--- src/rtl/mac_array_if.sv ---
// Handshake bundle for mac_array: beat input channel plus result output channel.
// master = beat producer / result consumer, slave = the MAC engine.
interface mac_array_if #(
  parameter int DATA_WIDTH = 8,
  parameter int LANES      = 4,
  parameter int MAX_BEATS  = 16,
  parameter int ACC_WIDTH  = DATA_WIDTH * 3
);
  localparam int CNT_WIDTH = $clog2(MAX_BEATS + 1);

  logic                        in_valid;
  logic                        in_ready;
  logic [LANES*DATA_WIDTH-1:0] in_a;
  logic [LANES*DATA_WIDTH-1:0] in_b;
  logic                        in_last;
  logic                        out_valid;
  logic                        out_ready;
  logic [ACC_WIDTH-1:0]        out_data;
  logic [CNT_WIDTH-1:0]        out_count;
  logic                        out_sat;

  modport master (
    output in_valid, in_a, in_b, in_last, out_ready,
    input  in_ready, out_valid, out_data, out_count, out_sat
  );

  modport slave (
    input  in_valid, in_a, in_b, in_last, out_ready,
    output in_ready, out_valid, out_data, out_count, out_sat
  );
endinterface

--- src/rtl/mac_array.sv ---
// Pipelined multi-lane unsigned dot-product accumulator (products, lane sum, accumulate).
// Define MAC_ARRAY_SAT_EN to saturate the accumulator instead of wrapping it.
module mac_array #(
  parameter int DATA_WIDTH = 8,
  parameter int LANES      = 4,
  parameter int MAX_BEATS  = 16,
  parameter int ACC_WIDTH  = DATA_WIDTH * 3
) (
  input  logic        clk,
  input  logic        rst,
  input  logic        clr,
  mac_array_if.slave  bus
);
  localparam int PROD_WIDTH = 2 * DATA_WIDTH;
  localparam int SUM_WIDTH  = 2 * DATA_WIDTH + $clog2(LANES);
  localparam int CNT_WIDTH  = $clog2(MAX_BEATS + 1);

  typedef enum logic [1:0] {
    ACCUM = 2'd0,
    DRAIN = 2'd1,
    HOLD  = 2'd2
  } state_t;

  state_t                 r_state;
  logic [PROD_WIDTH-1:0]  r_s1_prod [LANES];
  logic                   r_s1_vld;
  logic                   r_s1_last;
  logic [SUM_WIDTH-1:0]   r_s2_sum;
  logic                   r_s2_vld;
  logic                   r_s2_last;
  logic                   r_s3_last;
  logic [ACC_WIDTH-1:0]   r_acc;
  logic [CNT_WIDTH-1:0]   r_count;
  logic                   r_out_valid;

  logic [PROD_WIDTH-1:0]  w_prod [LANES];
  logic [SUM_WIDTH-1:0]   w_lane_sum;
  logic [ACC_WIDTH-1:0]   w_acc_next;
  logic                   w_in_ready;
  logic                   w_accept;
  logic                   w_last_beat;
  logic                   w_out_fire;
  logic                   w_flush;

  assign w_flush     = rst || clr;
  assign w_in_ready  = (r_state == ACCUM) && !w_flush;
  assign w_accept    = bus.in_valid && w_in_ready;
  // The MAX_BEATS-th beat closes the packet even without in_last.
  assign w_last_beat = bus.in_last || (r_count == CNT_WIDTH'(MAX_BEATS - 1));
  assign w_out_fire  = r_out_valid && bus.out_ready;

  genvar gi;
  generate
    for (gi = 0; gi < LANES; gi++) begin : g_lane
      assign w_prod[gi] = PROD_WIDTH'(bus.in_a[gi*DATA_WIDTH +: DATA_WIDTH])
                        * PROD_WIDTH'(bus.in_b[gi*DATA_WIDTH +: DATA_WIDTH]);
    end
  endgenerate

  always_comb begin
    w_lane_sum = '0;
    for (int i = 0; i < LANES; i++) begin
      w_lane_sum = w_lane_sum + SUM_WIDTH'(r_s1_prod[i]);
    end
  end

`ifdef MAC_ARRAY_SAT_EN
  logic [ACC_WIDTH:0] w_acc_sum;
  logic               w_ovf;
  logic               r_sat;

  assign w_acc_sum  = {1'b0, r_acc} + (ACC_WIDTH+1)'(r_s2_sum);
  assign w_ovf      = w_acc_sum[ACC_WIDTH];
  assign w_acc_next = w_ovf ? {ACC_WIDTH{1'b1}} : w_acc_sum[ACC_WIDTH-1:0];

  // Sticky until the result is consumed or the engine is flushed.
  always_ff @(posedge clk) begin
    if (w_flush) begin
      r_sat <= 1'b0;
    end else if (r_state == HOLD && w_out_fire) begin
      r_sat <= 1'b0;
    end else if (r_s2_vld && w_ovf) begin
      r_sat <= 1'b1;
    end
  end

  assign bus.out_sat = r_sat;
`else
  assign w_acc_next  = r_acc + ACC_WIDTH'(r_s2_sum);
  assign bus.out_sat = 1'b0;
`endif

  // S1: per-lane products, captured only for accepted beats.
  always_ff @(posedge clk) begin
    if (w_flush) begin
      for (int i = 0; i < LANES; i++) begin
        r_s1_prod[i] <= '0;
      end
    end else if (w_accept) begin
      for (int i = 0; i < LANES; i++) begin
        r_s1_prod[i] <= w_prod[i];
      end
    end
  end

  always_ff @(posedge clk) begin
    if (w_flush) begin
      r_state     <= ACCUM;
      r_s1_vld    <= 1'b0;
      r_s1_last   <= 1'b0;
      r_s2_sum    <= '0;
      r_s2_vld    <= 1'b0;
      r_s2_last   <= 1'b0;
      r_s3_last   <= 1'b0;
      r_acc       <= '0;
      r_count     <= '0;
      r_out_valid <= 1'b0;
    end else begin
      r_s1_vld  <= w_accept;
      r_s1_last <= w_accept && w_last_beat;
      r_s2_vld  <= r_s1_vld;
      r_s2_last <= r_s1_last;
      r_s3_last <= r_s2_vld && r_s2_last;
      if (r_s1_vld) begin
        r_s2_sum <= w_lane_sum;
      end
      if (r_s2_vld) begin
        r_acc <= w_acc_next;
      end
      if (w_accept) begin
        r_count <= r_count + CNT_WIDTH'(1);
      end

      case (r_state)
        ACCUM: begin
          if (w_accept && w_last_beat) begin
            r_state <= DRAIN;
          end
        end
        DRAIN: begin
          // One cycle after the final lane sum lands in the accumulator.
          if (r_s3_last) begin
            r_state     <= HOLD;
            r_out_valid <= 1'b1;
          end
        end
        HOLD: begin
          if (w_out_fire) begin
            r_state     <= ACCUM;
            r_out_valid <= 1'b0;
            r_acc       <= '0;
            r_count     <= '0;
          end
        end
        default: begin
          r_state <= ACCUM;
        end
      endcase
    end
  end

  assign bus.in_ready  = w_in_ready;
  assign bus.out_valid = r_out_valid;
  assign bus.out_data  = r_acc;
  assign bus.out_count = r_count;
endmodule

--- src/flat_wrapper.sv ---
// flat-port wrapper written by rule: the top's interface ports become plain ports
module mac_array_flat 
#(
  parameter int DATA_WIDTH = 8,
  parameter int LANES      = 4,
  parameter int MAX_BEATS  = 16,
  parameter int ACC_WIDTH  = DATA_WIDTH * 3
)
  (clk, rst, clr, bus_in_valid, bus_in_a, bus_in_b, bus_in_last, bus_out_ready, bus_in_ready, bus_out_valid, bus_out_data, bus_out_count, bus_out_sat);
  mac_array_if #(.DATA_WIDTH(DATA_WIDTH), .LANES(LANES), .MAX_BEATS(MAX_BEATS), .ACC_WIDTH(ACC_WIDTH)) bus_i ();
  input  logic clk;
  input  logic rst;
  input  logic clr;
  input wire logic [$bits(bus_i.in_valid)-1:0] bus_in_valid;
  input wire logic [$bits(bus_i.in_a)-1:0] bus_in_a;
  input wire logic [$bits(bus_i.in_b)-1:0] bus_in_b;
  input wire logic [$bits(bus_i.in_last)-1:0] bus_in_last;
  input wire logic [$bits(bus_i.out_ready)-1:0] bus_out_ready;
  output wire logic [$bits(bus_i.in_ready)-1:0] bus_in_ready;
  output wire logic [$bits(bus_i.out_valid)-1:0] bus_out_valid;
  output wire logic [$bits(bus_i.out_data)-1:0] bus_out_data;
  output wire logic [$bits(bus_i.out_count)-1:0] bus_out_count;
  output wire logic [$bits(bus_i.out_sat)-1:0] bus_out_sat;
  assign bus_i.in_valid = bus_in_valid;
  assign bus_i.in_a = bus_in_a;
  assign bus_i.in_b = bus_in_b;
  assign bus_i.in_last = bus_in_last;
  assign bus_i.out_ready = bus_out_ready;
  assign bus_in_ready = bus_i.in_ready;
  assign bus_out_valid = bus_i.out_valid;
  assign bus_out_data = bus_i.out_data;
  assign bus_out_count = bus_i.out_count;
  assign bus_out_sat = bus_i.out_sat;
  mac_array #(.DATA_WIDTH(DATA_WIDTH), .LANES(LANES), .MAX_BEATS(MAX_BEATS), .ACC_WIDTH(ACC_WIDTH)) u_core (.clk(clk), .rst(rst), .clr(clr), .bus(bus_i));
endmodule
--- config.mk ---
export PLATFORM = sky130hd
export DESIGN_NAME = mac_array_flat
export DESIGN_NICKNAME = d
export VERILOG_FILES = /design/src/rtl/mac_array_if.sv /design/src/rtl/mac_array.sv /design/src/flat_wrapper.sv
export SDC_FILE = /design/constraint.sdc
export NUM_CORES = 1
export LEC_CHECK = 0
export CORE_ASPECT_RATIO = 1.2
export CORE_MARGIN = 10
export CORE_UTILIZATION = 62
export DETAILED_ROUTE_END_ITERATION = 10
export GPL_ROUTABILITY_DRIVEN = 1
export GPL_TIMING_DRIVEN = 0
export PLACE_DENSITY = 0.86
export REMOVE_ABC_BUFFERS = 1
export SYNTH_ARGS = -nofsm -noshare
export SYNTH_HDL_FRONTEND = slang
export SYNTH_SLANG_ARGS = --single-unit
--- constraint.sdc ---
create_clock -name clk -period 5 [get_ports clk]
set_input_delay 0.75 -clock clk [delete_from_list [all_inputs] [get_ports clk]]
set_output_delay 0.75 -clock clk [all_outputs]
set_load 0.01 [all_outputs]
# == Word-level counts from Yosys, hierarchy flattened ==
# Memory sizes are Yosys's and may differ from the RTL's.
# Cells that the tools add are included.
# word_totals
ff_bits,55
mem_bits_rw,64
out_inout_bits,32
wordCells,64
mem_count,1
# mem_list
memory,words,width,read_ports,rd_clocked_by_memory_dff,wr,line_no,source
u_core.r_s1_prod,4,16,4,0,4,mac_array.sv:25,logic [PROD_WIDTH-1:0] r_s1_prod [LANES];
# op_classes
add_sub_neg,5
multipliers,4
n_eq_ne,6
mux,22
bitwise_logic,4
n_reduce_logical,12
# op_table
operator,n
$mux W24,3
$mul A8 B8 Y16,4
$mux W16,4
$add A18 B16 Y18,2
$add A24 B18 Y24,1
$add A16 B16 Y17,1
$mux W5,3
$mux W1,7
$mux W2,3
$pmux W2 S3,1
$reduce_and A3 Y1,2
$add A5 B1 Y5 const B,1
$eq A5 B4 Y1 const B,1
$logic_and A1 B1 Y1,5
$ne A2 B1 Y1 const B,2
$or A1 B1 Y1,4
$eq A2 B1 Y1 const B,1
$eq A2 B2 Y1 const B,1
$logic_not A2 Y1,1
$logic_or A1 B1 Y1,2
$ne A2 B2 Y1 const B,1
$pmux W1 S2,1
$reduce_bool A2 Y1,1
$logic_not A1 Y1,1

# == Depth between registers and ports, before layout ==
# depth
depth_word,8
ltp_mapped,19
mapped_depth_nobuf,19

# == Least setup slack after synthesis ==
# Ideal clock, no wire load.
# synth_path
kind,in2reg
startpoint,input bus_in_a[11]
endpoint,memory u_core.r_s1_prod[0][28] in the netlist's numbering (data pin)
setup_ps,266
arrival_ps,4300
required_time_ps,4734
slack_ps,434
path_stages,14
cell_sequence,and2_1 fa_1 fa_1 inv_1 fa_1 fa_1 inv_1 ha_1 inv_1 o21ai_0 a2111o_1 a41oi_1 xor2_1 nor2_1
# synth_lines
element,line_no,source
"start, declared",flat_wrapper.sv:15,input wire logic [$bits(bus_i.in_a)-1:0] bus_in_a;
"end, declared",mac_array.sv:25,

==> results.sh <==
export IMPL_synth_top_area_cell="fa_1"
export IMPL_synth_cells=1677
export IMPL_grt_pass1_vias=12850
export IMPL_post_cts_buffers=0
export IMPL_cts_hold_buf=0
export IMPL_core_um2=24050
export IMPL_setup_tns_ns=0
export IMPL_final_layout_size_suffix_gt1_share_pct=2.740
export IMPL_synth_seq_cells=119
export IMPL_leakagePower_uw=0.008599
export IMPL_drv_slew=0
export IMPL_syn_area_um2=15220
export IMPL_status="complete, no violations"
export IMPL_cp_max_fo=8
export IMPL_first_pass_iters=7
export IMPL_worstSkewPairLatency_ns=0.42
export IMPL_port_buffers=100
export IMPL_drt_wirelength_per_cell_um=16.13
export IMPL_synth_area_leaders="fa_1 21%, ha_1 16%, edfxtp_1 13%, and2_1 8.7%, dfxtp_1 7.2%"
export IMPL_vias=12130
export IMPL_slew_headroom_pct=16.78
export IMPL_layout_setup_ws_ns=0.1589
export IMPL_min_from="u_core.r_s1_last$_SDFF_PP0_"
export IMPL_dpl_hpwl_um=26180
export IMPL_die_w_um=163.0
export IMPL_ff2ff_setup_slack_ns=0.27
export IMPL_critPathLaunchType="primary input"
export IMPL_synthFlopType="edfxtp_1"
export IMPL_clockBufferDepth=2
export IMPL_n_fill_cell=1686
export IMPL_grt_max_degree=35
export IMPL_yosysTopAreaCellShare_pct=21.45
export IMPL_max_freq_mhz=206.6
export IMPL_final_nets=2204
export IMPL_grt_first_pass_wirelength_um=58670
export IMPL_critPathKind="primary input to register"
export IMPL_dieArea_um2=31230
export IMPL_io_pins=102
export IMPL_drt_iter0_markers=806
export IMPL_critPathCaptureType="register"
export IMPL_grt_setup_unrepaired="false"
export IMPL_setup_viol=0
export IMPL_synth_cell_types=57
export IMPL_tritoncts="done"
export IMPL_async_flop_share_pct=0
export IMPL_crit_path_end="u_core.r_s1_prod[0][12]$_SDFFCE_PN0P_"
export IMPL_yosysSeqAreaShare_pct=19.87
export IMPL_synthToLayoutAreaGrowth_pct=13.81
export IMPL_finalHoldViolations=0
export IMPL_start_util_pct=63.27
export IMPL_fin_skew_ns=0.01492
export IMPL_r2r_end="u_core.r_s2_sum[17]$_SDFFE_PP0P_"
export IMPL_ys_warn_count=0
export IMPL_fin_util_pct=72.01
export IMPL_period_share_pct=96.82
export IMPL_clk_pin_slew_ns=0.06
export IMPL_antenna_left=0
export IMPL_worst_slew_pin_transition_ns=1.244
export IMPL_synth_edf_count=64
export IMPL_ir_drop_uv=248.3
export IMPL_num_rows=62
export IMPL_die_h_um=191.6
export IMPL_pwr_density_cell_nw_per_um2=335.1
export IMPL_gp_congestion=0.9262
export IMPL_hold_ws_ns=0.4282
export IMPL_antenna_found_initial=1
export IMPL_grtUsageTotal_pct=22.56
export IMPL_cts_max_level=4
export IMPL_cts_buffers=17
export IMPL_cts_root_buf="clkbuf_16"
export IMPL_vias_per_cell=5.747
export IMPL_r2r_cells=17
export IMPL_synth_common_cells="289 x inv_1, 211 x and2_1, 196 x ha_1"
export IMPL_dp_slack_ns=-0.4284
export IMPL_clkSinkCount=119
export IMPL_r2r_start="u_core.r_s1_prod[0][16]$_SDFFCE_PN0P_"
export IMPL_worstPathRequired_ns=5.15
export IMPL_cp_arrival_ns=4.99
export IMPL_drv_cap=0
export IMPL_routed_wl_um=34040
export IMPL_drcViolationCount=0
export IMPL_grt_overflow=0
export IMPL_period_needed_ns=4.841
export IMPL_synth_most_common_cell="inv_1"
export IMPL_crit_start="bus_in_a[1]"
export IMPL_synth_area_per_cell_um2=9.073
export IMPL_hp_class="register to register"
[sequential cells by signal, summed over array words and instances (netlist names)]
| signal | cells |
|---|---|
| u_core.bus.out_count | 5 |
| u_core.bus.out_data | 24 |
| u_core.bus.out_valid | 1 |
| u_core.r_s1_last | 1 |
| u_core.r_s1_prod | 64 |
| u_core.r_s1_vld | 1 |
| u_core.r_s2_last | 1 |
| u_core.r_s2_sum | 18 |
| u_core.r_s2_vld | 1 |
| u_core.r_s3_last | 1 |
| u_core.r_state | 2 |
[report_power, final]
group	total, uW	leakage [uW]	internal [uW]	switching (uW)
Sequential	1170	0.00116	1130	40.3
Clock	1250	0.000289	786	460
Combinational	3390	0.00715	1440	1950
Total	5800	0.00860	3360	2450
[critical path: stages]
cell	delay (ns)
clkdlybuf4s50_1	0.55
and2_1	0.21
ha_1	0.19
fa_1	0.44
ha_1	0.29
inv_1	0.05
fa_1	0.59
inv_1	0.08
ha_1	0.29
a21o_1	0.19
a21oi_1	0.22
o21ai_0	0.15
a2111o_1	0.49
a41oi_1	0.25
xor2_1	0.20
nor2_1	0.06
[how the worst min path moves through the flow]
stage / end / slack, ns / depth (start not counted)
floorplan: u_core.r_s2_last$_SDFF_PP0_ / 0.41 / 1
global route: u_core.r_s2_last$_SDFF_PP0_ / 0.47 / 1
CTS: u_core.r_s2_last$_SDFF_PP0_ / 0.43 / 1
global placement: u_core.r_s2_last$_SDFF_PP0_ / 0.41 / 1
finish: u_core.r_s2_last$_SDFF_PP0_ / 0.43 / 1
detailed placement: u_core.r_s2_last$_SDFF_PP0_ / 0.42 / 1
[through the flow]
stage,power (uW),cells,cell area [um^2]
final,5804,2110,17320
after global routing,6334,2109,17320
after CTS,5777,2108,17190
after detailed placement,4476,2076,16590
after global placement,4351,2073,16520
after floorplan,3725,1653,15120
[cell families (layout without fill, tap and decap cells)]
logic type | after synthesis | in the layout | share of synthesized area (%)
other | 1 | 3 | 0.02465
AO/OA/AOI/OAI | 257 | 257 | 10.99
multiplexers | 19 | 19 | 1.250
flip-flops | 119 | 119 | 19.87
XOR/XNOR | 65 | 65 | 3.741
adder cells (fa/ha/maj) | 359 | 359 | 37.56
buffers and inverters | 315 | 426 | 7.804
AND/OR/NAND/NOR | 542 | 542 | 18.76
[cell usage in the layout (no fill, tap or decap), types with 34 or more instances in the layout]
cell type / count
a21oi_1: 74
and2_1: 211
clkdlybuf4s50_1: 62
dfxtp_1: 55
dlymetal6s2s_1: 38
edfxtp_1: 64
fa_1: 163
ha_1: 196
inv_1: 289
nand2_1: 97
nor2_1: 96
o21ai_0: 47
xnor2_1: 34
[layer usage]
metal | vias up | part of all wire (%) | global-route usage (%)
met5 | - | 0 | 0
met3 | 85 | 4.7 | 3.491
met1 | 5933 | 39 | 25.32
met2 | 378 | 53 | 41.88
met4 | 0 | 3.1 | 8.542
li1 | 5731 | - | -
[final cells by class]
type                    instances  area [um^2]  share of cell area, %
flip-flops and latches        119         3023                  17.46
multi-input cells            1243        11040                  63.76
repair buffers                103         1151                  6.647
clock inverters                14        175.2                  1.011
inverters                     291         1092                  6.307
diodes                          2        5.005                0.02890
well taps                     320        400.4                  2.312
clock buffers                  18        429.2                  2.478
[repair_timing]
| action | in CTS | in global routing |
|---|---|---|
| setup endpoints to repair | 0 | 20 |
| resized for setup | 0 | 48 |
| hold endpoints to repair | 0 | 0 |
(Power assumes the default switching activity.)
